$ cat config.mk
export PLATFORM = sky130hd
export DESIGN_NAME = axis_selector_sequencer_flat
export DESIGN_NICKNAME = d
export VERILOG_FILES = /design/src/rtl/axis_selector_sequencer_if.sv /design/src/rtl/axis_selector_sequencer.sv /design/src/flat_wrapper.sv
export SDC_FILE = /design/constraint.sdc
export NUM_CORES = 1
export LEC_CHECK = 0
export BUFFER_PORTS_ARGS = -buffer_cell sky130_fd_sc_hd__buf_2
export CAP_MARGIN = 15
export CORE_MARGIN = 3
export CORE_UTILIZATION = 27
export CTS_BUF_LIST = sky130_fd_sc_hd__clkbuf_4
export DETAILED_ROUTE_END_ITERATION = 8
export MAX_ROUTING_LAYER = met4
export PLACE_DENSITY_LB_ADDON = 0.12
export SYNTH_ARGS = -nofsm -noshare
export SYNTH_HDL_FRONTEND = slang
export SYNTH_SLANG_ARGS = --single-unit
$ cat constraint.sdc
create_clock -name a_clk -period 5.05 [get_ports a_clk]
set_input_delay 1.01 -clock a_clk [delete_from_list [all_inputs] [get_ports a_clk]]
set_output_delay 1.01 -clock a_clk [all_outputs]
set_load 0.02 [all_outputs]
$ cat src/rtl/axis_selector_sequencer_if.sv
// Control and status bundle between a sequencer and whatever programs it.
// The sequencer takes the slave view; the programming side takes the master view.
interface axis_selector_sequencer_if #(
    parameter int DWELL_WIDTH = 32
);
    logic                   enable;
    logic                   single_shot;
    logic [2:0]             num_slots;
    logic [DWELL_WIDTH-1:0] dwell;
    logic [15:0]            slot0_config;
    logic [15:0]            slot1_config;
    logic [15:0]            slot2_config;
    logic [15:0]            slot3_config;
    logic [31:0]            axis_selector;
    logic [1:0]             slot_index;
    logic                   blank;
    logic                   frame_done;
    logic                   busy;

    modport master (
        output enable, single_shot, num_slots, dwell,
               slot0_config, slot1_config, slot2_config, slot3_config,
        input  axis_selector, slot_index, blank, frame_done, busy
    );

    modport slave (
        input  enable, single_shot, num_slots, dwell,
               slot0_config, slot1_config, slot2_config, slot3_config,
        output axis_selector, slot_index, blank, frame_done, busy
    );
endinterface

$ cat src/rtl/axis_selector_sequencer.sv
// Steps a 16-in/4-out AXIS selector through up to four routing words, each held
// for a programmable dwell, blanking the outputs while the mux settles.
module axis_selector_sequencer #(
    parameter int NSLOTS      = 4,
    parameter int DWELL_WIDTH = 32,
    parameter int SETTLE      = 2
) (
    input  logic                     a_clk,
    input  logic                     reset,
    axis_selector_sequencer_if.slave bus
);

    localparam int SW = (SETTLE < 2) ? 1 : $clog2(SETTLE);
    localparam logic [SW-1:0] SETTLE_LOAD = SW'((SETTLE > 0) ? SETTLE - 1 : 0);
    localparam logic [SW-1:0] SETTLE_ONE  = SW'(1);
    localparam logic [DWELL_WIDTH-1:0] DWELL_ONE = DWELL_WIDTH'(1);

    typedef enum logic [1:0] {
        S_IDLE,
        S_SETTLE,
        S_DWELL,
        S_DONE
    } state_e;

    state_e                 state_q,     state_d;
    logic [1:0]             idx_q,       idx_d;
    logic [15:0]            selWord_q,   selWord_d;
    logic [SW-1:0]          settleCnt_q, settleCnt_d;
    logic [DWELL_WIDTH-1:0] dwellCnt_q,  dwellCnt_d;
    logic [1:0]             nLast_q,     nLast_d;
    logic [DWELL_WIDTH-1:0] dLoad_q,     dLoad_d;

    logic [1:0]             nLastIn;
    logic [DWELL_WIDTH-1:0] dLoadIn;
    logic [1:0]             idxInc;
    logic [15:0]            cfgInc;
    logic                   frameDone;

    // Slot count and dwell are stored as "last index" and "reload value" so the
    // clamps (0 -> 1, above NSLOTS -> NSLOTS) are applied once at frame start.
    always_comb begin
        if (bus.num_slots == 3'd0) begin
            nLastIn = 2'd0;
        end else if (bus.num_slots > 3'(NSLOTS)) begin
            nLastIn = 2'(NSLOTS - 1);
        end else begin
            nLastIn = 2'(bus.num_slots - 3'd1);
        end
    end

    assign dLoadIn = (bus.dwell == '0) ? '0 : bus.dwell - DWELL_ONE;
    assign idxInc  = idx_q + 2'd1;

    always_comb begin
        case (idxInc)
            2'd0:    cfgInc = bus.slot0_config;
            2'd1:    cfgInc = bus.slot1_config;
            2'd2:    cfgInc = bus.slot2_config;
            default: cfgInc = bus.slot3_config;
        endcase
    end

    always_ff @(posedge a_clk) begin
        if (reset) begin
            state_q     <= S_IDLE;
            idx_q       <= '0;
            selWord_q   <= '0;
            settleCnt_q <= '0;
            dwellCnt_q  <= '0;
            nLast_q     <= '0;
            dLoad_q     <= '0;
        end else begin
            state_q     <= state_d;
            idx_q       <= idx_d;
            selWord_q   <= selWord_d;
            settleCnt_q <= settleCnt_d;
            dwellCnt_q  <= dwellCnt_d;
            nLast_q     <= nLast_d;
            dLoad_q     <= dLoad_d;
        end
    end

    // Each slot load enters the settle phase, or goes straight to dwell when no
    // settle window is configured; dropping enable aborts before any expiry.
    always_comb begin
        state_d     = state_q;
        idx_d       = idx_q;
        selWord_d   = selWord_q;
        settleCnt_d = settleCnt_q;
        dwellCnt_d  = dwellCnt_q;
        nLast_d     = nLast_q;
        dLoad_d     = dLoad_q;
        frameDone   = 1'b0;

        case (state_q)
            S_IDLE: begin
                if (bus.enable) begin
                    nLast_d   = nLastIn;
                    dLoad_d   = dLoadIn;
                    idx_d     = 2'd0;
                    selWord_d = bus.slot0_config;
                    if (SETTLE == 0) begin
                        state_d    = S_DWELL;
                        dwellCnt_d = dLoadIn;
                    end else begin
                        state_d     = S_SETTLE;
                        settleCnt_d = SETTLE_LOAD;
                    end
                end
            end

            S_SETTLE: begin
                if (!bus.enable) begin
                    state_d = S_IDLE;
                end else if (settleCnt_q == '0) begin
                    state_d    = S_DWELL;
                    dwellCnt_d = dLoad_q;
                end else begin
                    settleCnt_d = settleCnt_q - SETTLE_ONE;
                end
            end

            S_DWELL: begin
                if (!bus.enable) begin
                    state_d = S_IDLE;
                end else if (dwellCnt_q != '0) begin
                    dwellCnt_d = dwellCnt_q - DWELL_ONE;
                end else if (idx_q != nLast_q) begin
                    idx_d     = idxInc;
                    selWord_d = cfgInc;
                    if (SETTLE == 0) begin
                        state_d    = S_DWELL;
                        dwellCnt_d = dLoad_q;
                    end else begin
                        state_d     = S_SETTLE;
                        settleCnt_d = SETTLE_LOAD;
                    end
                end else begin
                    frameDone = !reset;
                    if (bus.single_shot) begin
                        state_d = S_DONE;
                    end else begin
                        nLast_d   = nLastIn;
                        dLoad_d   = dLoadIn;
                        idx_d     = 2'd0;
                        selWord_d = bus.slot0_config;
                        if (SETTLE == 0) begin
                            state_d    = S_DWELL;
                            dwellCnt_d = dLoadIn;
                        end else begin
                            state_d     = S_SETTLE;
                            settleCnt_d = SETTLE_LOAD;
                        end
                    end
                end
            end

            S_DONE: begin
                if (!bus.enable) begin
                    state_d = S_IDLE;
                end
            end

            default: begin
                state_d = S_IDLE;
            end
        endcase
    end

    assign bus.axis_selector = {16'h0000, selWord_q};
    assign bus.slot_index    = idx_q;
    assign bus.blank         = (state_q != S_DWELL);
    assign bus.busy          = (state_q == S_SETTLE) || (state_q == S_DWELL);
    assign bus.frame_done    = frameDone;

endmodule
$ cat src/flat_wrapper.sv
// flat-port wrapper written by rule: the top's interface ports become plain ports
module axis_selector_sequencer_flat 
#(
    parameter int NSLOTS      = 4,
    parameter int DWELL_WIDTH = 32,
    parameter int SETTLE      = 2
)
  (a_clk, reset, bus_enable, bus_single_shot, bus_num_slots, bus_dwell, bus_slot0_config, bus_slot1_config, bus_slot2_config, bus_slot3_config, bus_axis_selector, bus_slot_index, bus_blank, bus_frame_done, bus_busy);
  axis_selector_sequencer_if #(.DWELL_WIDTH(DWELL_WIDTH)) bus_i ();
  input  logic a_clk;
  input  logic reset;
  input wire logic [$bits(bus_i.enable)-1:0] bus_enable;
  input wire logic [$bits(bus_i.single_shot)-1:0] bus_single_shot;
  input wire logic [$bits(bus_i.num_slots)-1:0] bus_num_slots;
  input wire logic [$bits(bus_i.dwell)-1:0] bus_dwell;
  input wire logic [$bits(bus_i.slot0_config)-1:0] bus_slot0_config;
  input wire logic [$bits(bus_i.slot1_config)-1:0] bus_slot1_config;
  input wire logic [$bits(bus_i.slot2_config)-1:0] bus_slot2_config;
  input wire logic [$bits(bus_i.slot3_config)-1:0] bus_slot3_config;
  output wire logic [$bits(bus_i.axis_selector)-1:0] bus_axis_selector;
  output wire logic [$bits(bus_i.slot_index)-1:0] bus_slot_index;
  output wire logic [$bits(bus_i.blank)-1:0] bus_blank;
  output wire logic [$bits(bus_i.frame_done)-1:0] bus_frame_done;
  output wire logic [$bits(bus_i.busy)-1:0] bus_busy;
  assign bus_i.enable = bus_enable;
  assign bus_i.single_shot = bus_single_shot;
  assign bus_i.num_slots = bus_num_slots;
  assign bus_i.dwell = bus_dwell;
  assign bus_i.slot0_config = bus_slot0_config;
  assign bus_i.slot1_config = bus_slot1_config;
  assign bus_i.slot2_config = bus_slot2_config;
  assign bus_i.slot3_config = bus_slot3_config;
  assign bus_axis_selector = bus_i.axis_selector;
  assign bus_slot_index = bus_i.slot_index;
  assign bus_blank = bus_i.blank;
  assign bus_frame_done = bus_i.frame_done;
  assign bus_busy = bus_i.busy;
  axis_selector_sequencer #(.NSLOTS(NSLOTS), .DWELL_WIDTH(DWELL_WIDTH), .SETTLE(SETTLE)) u_core (.a_clk(a_clk), .reset(reset), .bus(bus_i));
endmodule
==> metrics.log <==
[metrics] sum of negative setup slack: 0 ns
[metrics] Net Sw Power: 578 µW
[metrics] Ys Warns: 0
[metrics] Max H-tree Level: 3
[metrics] fill cell count: 2274
[metrics] FFs w/ async S/R, synth: 0%
[metrics] simple-gate area share of the yosys netlist: 28.4%
[metrics] initial standard-cell utilization of the core: 27.8%
[metrics] sum of net half-perimeters after detailed placement: 13.1 mm
[metrics] register area share after synthesis: 30.4%
[metrics] placer congestion estimate: 0.809
[metrics] Clock Sinks: 87
[metrics] Max Clock Freq: 240 MHz
[metrics] wire length of the first global-routing pass: 28.9 mm
[metrics] crit end category: output port
[metrics] average size of a mapped cell: 7.66 µm²
[metrics] grt total ovfl: 0
[metrics] Worst Setup Path Type: reg -> out
[metrics] Core Box Area: 20600 µm²
[metrics] status: finished clean
[metrics] Comb pwr share: 27.4%
[metrics] Layout Cells excl Fill: 1111
[metrics] die width: 152 µm
[metrics] number of max-capacitance violations reported: 0
[metrics] hold buffer count at CTS: 0
[metrics] routed wirelength normalized by instance count: 16.1 µm
[metrics] synthesized instance count: 747
[metrics] Worst EP arrival: 3.15 ns
[metrics] iteration count of the initial detailed-routing pass: 5
[metrics] total power consumption of the routed design: 1.62 mW
[metrics] Worst Skew: 0.0168 ns
[metrics] share of synthesized area spent on multiplexers: 1.27%
[metrics] Worst Max-Slew Pin Slew: 0.999 ns
[metrics] Register-to-Register Setup Slack: 1.79 ns
[metrics] Slew HR: 33.1%
[metrics] worst min-delay path class: reg -> reg
[metrics] Fin. Hold Viols: 0
[metrics] worst vdd ir: 0.128 mV
[metrics] depth of the most critical reg-to-reg path: 9
[metrics] Worst R2R End: u_core.dLoad_q[30]
[metrics] worst slack at placement: 1.22 ns
[metrics] clock period minus final worst setup slack: 4.16 ns
[metrics] Power per Cell Area: 244 nW/µm²
[metrics] critical path fanouts, max: 6
[metrics] Clock Path Buffers: 2
[metrics] number of max-slew violations in the final report: 0
[metrics] full die area: 23000 µm²
[metrics] unrepaired setup endpoints after global routing: no
[metrics] number of storage elements in the synthesis netlist: 87
[metrics] RR Startpoint: u_core.dwellCnt_q[0]
[metrics] Root Buffer Master: sky130_fd_sc_hd__clkbuf_4
[metrics] final worst path period share: 82.4%
[metrics] data required time at the worst endpoint: 4.04 ns
[metrics] final-layout worst hold slack: 0.460 ns
[metrics] detailed-route wire length: 17.9 mm
[metrics] number of antenna violations at the first check in global routing: 1
[metrics] met2 wirelength from detailed routing: 8.10 mm
[metrics] number of distinct library cell variants in the gate-level netlist after synthesis: 69
[metrics] Chip Height: 152 µm
[metrics] area post-placement: 6480 µm²
[metrics] type of origin of the critical path: flip-flop
[metrics] CTS clock-pin slew for the worst setup and hold paths: 0.15 ns
[metrics] # resized after CTS: 0
[metrics] FP Rows: 52
[metrics] TritonCTS Buffers: 9
[metrics] post-route antenna net violation count: 0
[metrics] top-level I/O count: 140
[metrics] leak pwr: 2.63 nW
[metrics] area added between synthesis and finish: 15.6%
[metrics] routed metal-1 wirelength: 8.92 mm
[metrics] Syn Std Cell Area: 5730 µm²
[metrics] number of buffers added for setup after CTS: 0
[metrics] post-route core utilization: 32.2%
[metrics] highest routed layer: met4
[metrics] adder and majority gate portion of the synthesized area: 2.58%
[metrics] switching power as a share of total power: 35.8%
[metrics] fraction of layout cells with a size suffix above 1: 21.3%
[metrics] placed cell count: 1094
[metrics] source of the critical timing path: u_core.dwellCnt_q[0]
[metrics] startpoint of the lowest-slack hold path: u_core.dLoad_q[4]
[metrics] latest clock arrival within the worst-skew pair: 0.46 ns
[metrics] Endpoint, Worst Hold: u_core.dLoad_q[4]
[metrics] number of buffers added on ports: 123
[metrics] drt via density: 5.09
[metrics] number of global-route vias before repair: 5339
[metrics] met3 wire length: 703 µm
[metrics] net total in the final layout: 949
[metrics] GRT Total Usage: 16.0%
[metrics] post-route worst setup slack: 0.887 ns
[metrics] Initial DRC Count: 278
[metrics] Vias: 5657
[metrics] largest net degree at the start of global routing: 68
[metrics] synthesized-area fraction occupied by ao, oa, aoi and oai cells: 25.5%
[metrics] DRC: 0
[metrics] total of endpoints with negative setup slack in the final report: 0
[metrics] parity-gate share of the synthesized area counting xor and xnor cells: 4.13%
[metrics] internal power: 1.04 mW
[metrics] Post-synth EDFFs: 0
[metrics] dominant combinational cell family by area after synthesis: simple AND/OR/NAND/NOR gates
[metrics] Post-synth top flop: sky130_fd_sc_hd__dfxtp_1
[metrics] proportion of power drawn by the clock network: 25.7%
[metrics] sequential group share of total power: 46.9%
[metrics] WHS Path Cells: 2
[metrics] final standard cell area without fillers: 6620 µm²
[metrics] TritonCTS clock tree: done
## worst max path at each step
stage / endpoint / slack, ns / cells after the start
after global routing: bus_frame_done / 0.68 / 7
after CTS: bus_frame_done / 0.87 / 7
final: bus_frame_done / 0.89 / 7
after floorplan: bus_frame_done / 1.87 / 7
after detailed placement: u_core.dLoad_q[11] / 1.22 / 7
after global placement: u_core.dLoad_q[1] / 1.20 / 7
## power by group through the flow
stage	sequential (mW)	combinational, mW	clock (mW)
after global placement	0.773	0.445	0
after floorplan	0.780	0.291	0
after global routing	0.764	0.495	0.461
final	0.758	0.443	0.416
after detailed placement	0.774	0.443	0
after CTS	0.759	0.445	0.438
## flip-flops by register name (all words and copies together), names as in the netlist
| name | cells |
|---|---|
| u_core.dLoad_q | 32 |
| u_core.selWord_q | 16 |
| u_core.settleCnt_q | 1 |
| u_core.state_q | 2 |
| u_core.dwellCnt_q | 32 |
| u_core.bus.slot_index | 2 |
| u_core.nLast_q | 2 |
## worst max-delay path: stages, from the launching register on
cell,delay (ns)
sky130_fd_sc_hd__dfxtp_1,0.36
sky130_fd_sc_hd__inv_1,0.08
sky130_fd_sc_hd__ha_1,0.20
sky130_fd_sc_hd__or4b_1,0.62
sky130_fd_sc_hd__nor4_2,0.60
sky130_fd_sc_hd__nand3_1,0.22
sky130_fd_sc_hd__nor3_1,0.38
sky130_fd_sc_hd__buf_2,0.24
## cell families after synthesis
| kind of cell | after synthesis |
|---|---|
| AOI/OAI and AO/OA | 203 |
| muxes | 7 |
| buffers and inverters | 91 |
| other | 1 |
| adders and majority gates | 12 |
| DFF | 87 |
| and+or+nand+nor | 319 |
| xor gates and xnor gates | 27 |
## placed cells by master, fill, tap and decap left out, types with 6 or more instances in the layout
cell type and count:
sky130_fd_sc_hd__nand2_1 64, sky130_fd_sc_hd__a31oi_1 6, sky130_fd_sc_hd__a211oi_2 12, sky130_fd_sc_hd__nand3_1 40
sky130_fd_sc_hd__o21ai_0 25, sky130_fd_sc_hd__nand3b_1 6, sky130_fd_sc_hd__a2bb2oi_1 15, sky130_fd_sc_hd__nor2_1 92
sky130_fd_sc_hd__a221oi_1 17, sky130_fd_sc_hd__a211oi_1 9, sky130_fd_sc_hd__or3_1 11, sky130_fd_sc_hd__or4_1 12
sky130_fd_sc_hd__conb_1 16, sky130_fd_sc_hd__buf_4 11, sky130_fd_sc_hd__a22oi_1 22, sky130_fd_sc_hd__xnor2_1 7
sky130_fd_sc_hd__inv_1 20, sky130_fd_sc_hd__buf_2 122, sky130_fd_sc_hd__nor3_1 29, sky130_fd_sc_hd__ha_1 10
sky130_fd_sc_hd__a21oi_1 54, sky130_fd_sc_hd__nor2b_1 13, sky130_fd_sc_hd__nor4_1 15, sky130_fd_sc_hd__clkbuf_4 9
sky130_fd_sc_hd__dfxtp_1 87, sky130_fd_sc_hd__xor2_1 20
## routing by layer
metal / vias up / global-route usage, %
met1: 2632 / 22.9
met3: 11 / 1.99
li1: 2895 / -
met2: 119 / 24.1
met5: - / -
met4: 0 / 3.50
## cell usage after synthesis, types with 4 or more instances
cell / instances / area share (%)
sky130_fd_sc_hd__nor4_1: 15 / 1.6
sky130_fd_sc_hd__mux2i_1: 5 / 0.87
sky130_fd_sc_hd__a21oi_1: 54 / 4.7
sky130_fd_sc_hd__or3_1: 11 / 1.2
sky130_fd_sc_hd__clkbuf_1: 44 / 2.9
sky130_fd_sc_hd__xor2_1: 20 / 3.1
sky130_fd_sc_hd__inv_1: 20 / 1.3
sky130_fd_sc_hd__a211oi_2: 12 / 2.6
sky130_fd_sc_hd__dfxtp_1: 87 / 30
sky130_fd_sc_hd__ha_1: 11 / 2.4
sky130_fd_sc_hd__buf_4: 19 / 2.5
sky130_fd_sc_hd__o21ai_0: 25 / 2.2
sky130_fd_sc_hd__and4_1: 4 / 0.61
sky130_fd_sc_hd__or4_1: 12 / 1.6
sky130_fd_sc_hd__nand3_1: 40 / 3.5
sky130_fd_sc_hd__nand2_1: 64 / 4.2
sky130_fd_sc_hd__a211oi_1: 9 / 1.2
sky130_fd_sc_hd__o21a_1: 4 / 0.52
sky130_fd_sc_hd__a2bb2oi_1: 15 / 2.3
sky130_fd_sc_hd__nand4_1: 5 / 0.55
sky130_fd_sc_hd__a31oi_1: 6 / 0.66
sky130_fd_sc_hd__buf_2: 4 / 0.35
sky130_fd_sc_hd__nor2_1: 92 / 6.0
sky130_fd_sc_hd__a22oi_1: 22 / 2.9
sky130_fd_sc_hd__nor2b_1: 13 / 1.4
sky130_fd_sc_hd__nand3b_1: 6 / 0.79
sky130_fd_sc_hd__xnor2_1: 7 / 1.1
sky130_fd_sc_hd__a221oi_1: 17 / 2.6
sky130_fd_sc_hd__o31ai_1: 5 / 0.66
sky130_fd_sc_hd__nand2b_1: 5 / 0.55
sky130_fd_sc_hd__nor3_1: 29 / 2.5
## final cells by class
class	instances	area [µm²]	area share, %
Antenna cell	1	2.50	0.0378
Clock buffer	9	67.6	1.02
Clock inverter	7	71.3	1.08
Inverter	20	75.1	1.13
Multi-Input combinational cell	584	3630	54.9
Sequential cell	87	1740	26.3
Tap cell	270	338	5.10
Timing Repair Buffer	133	693	10.5
(Power assumes the default switching activity.)
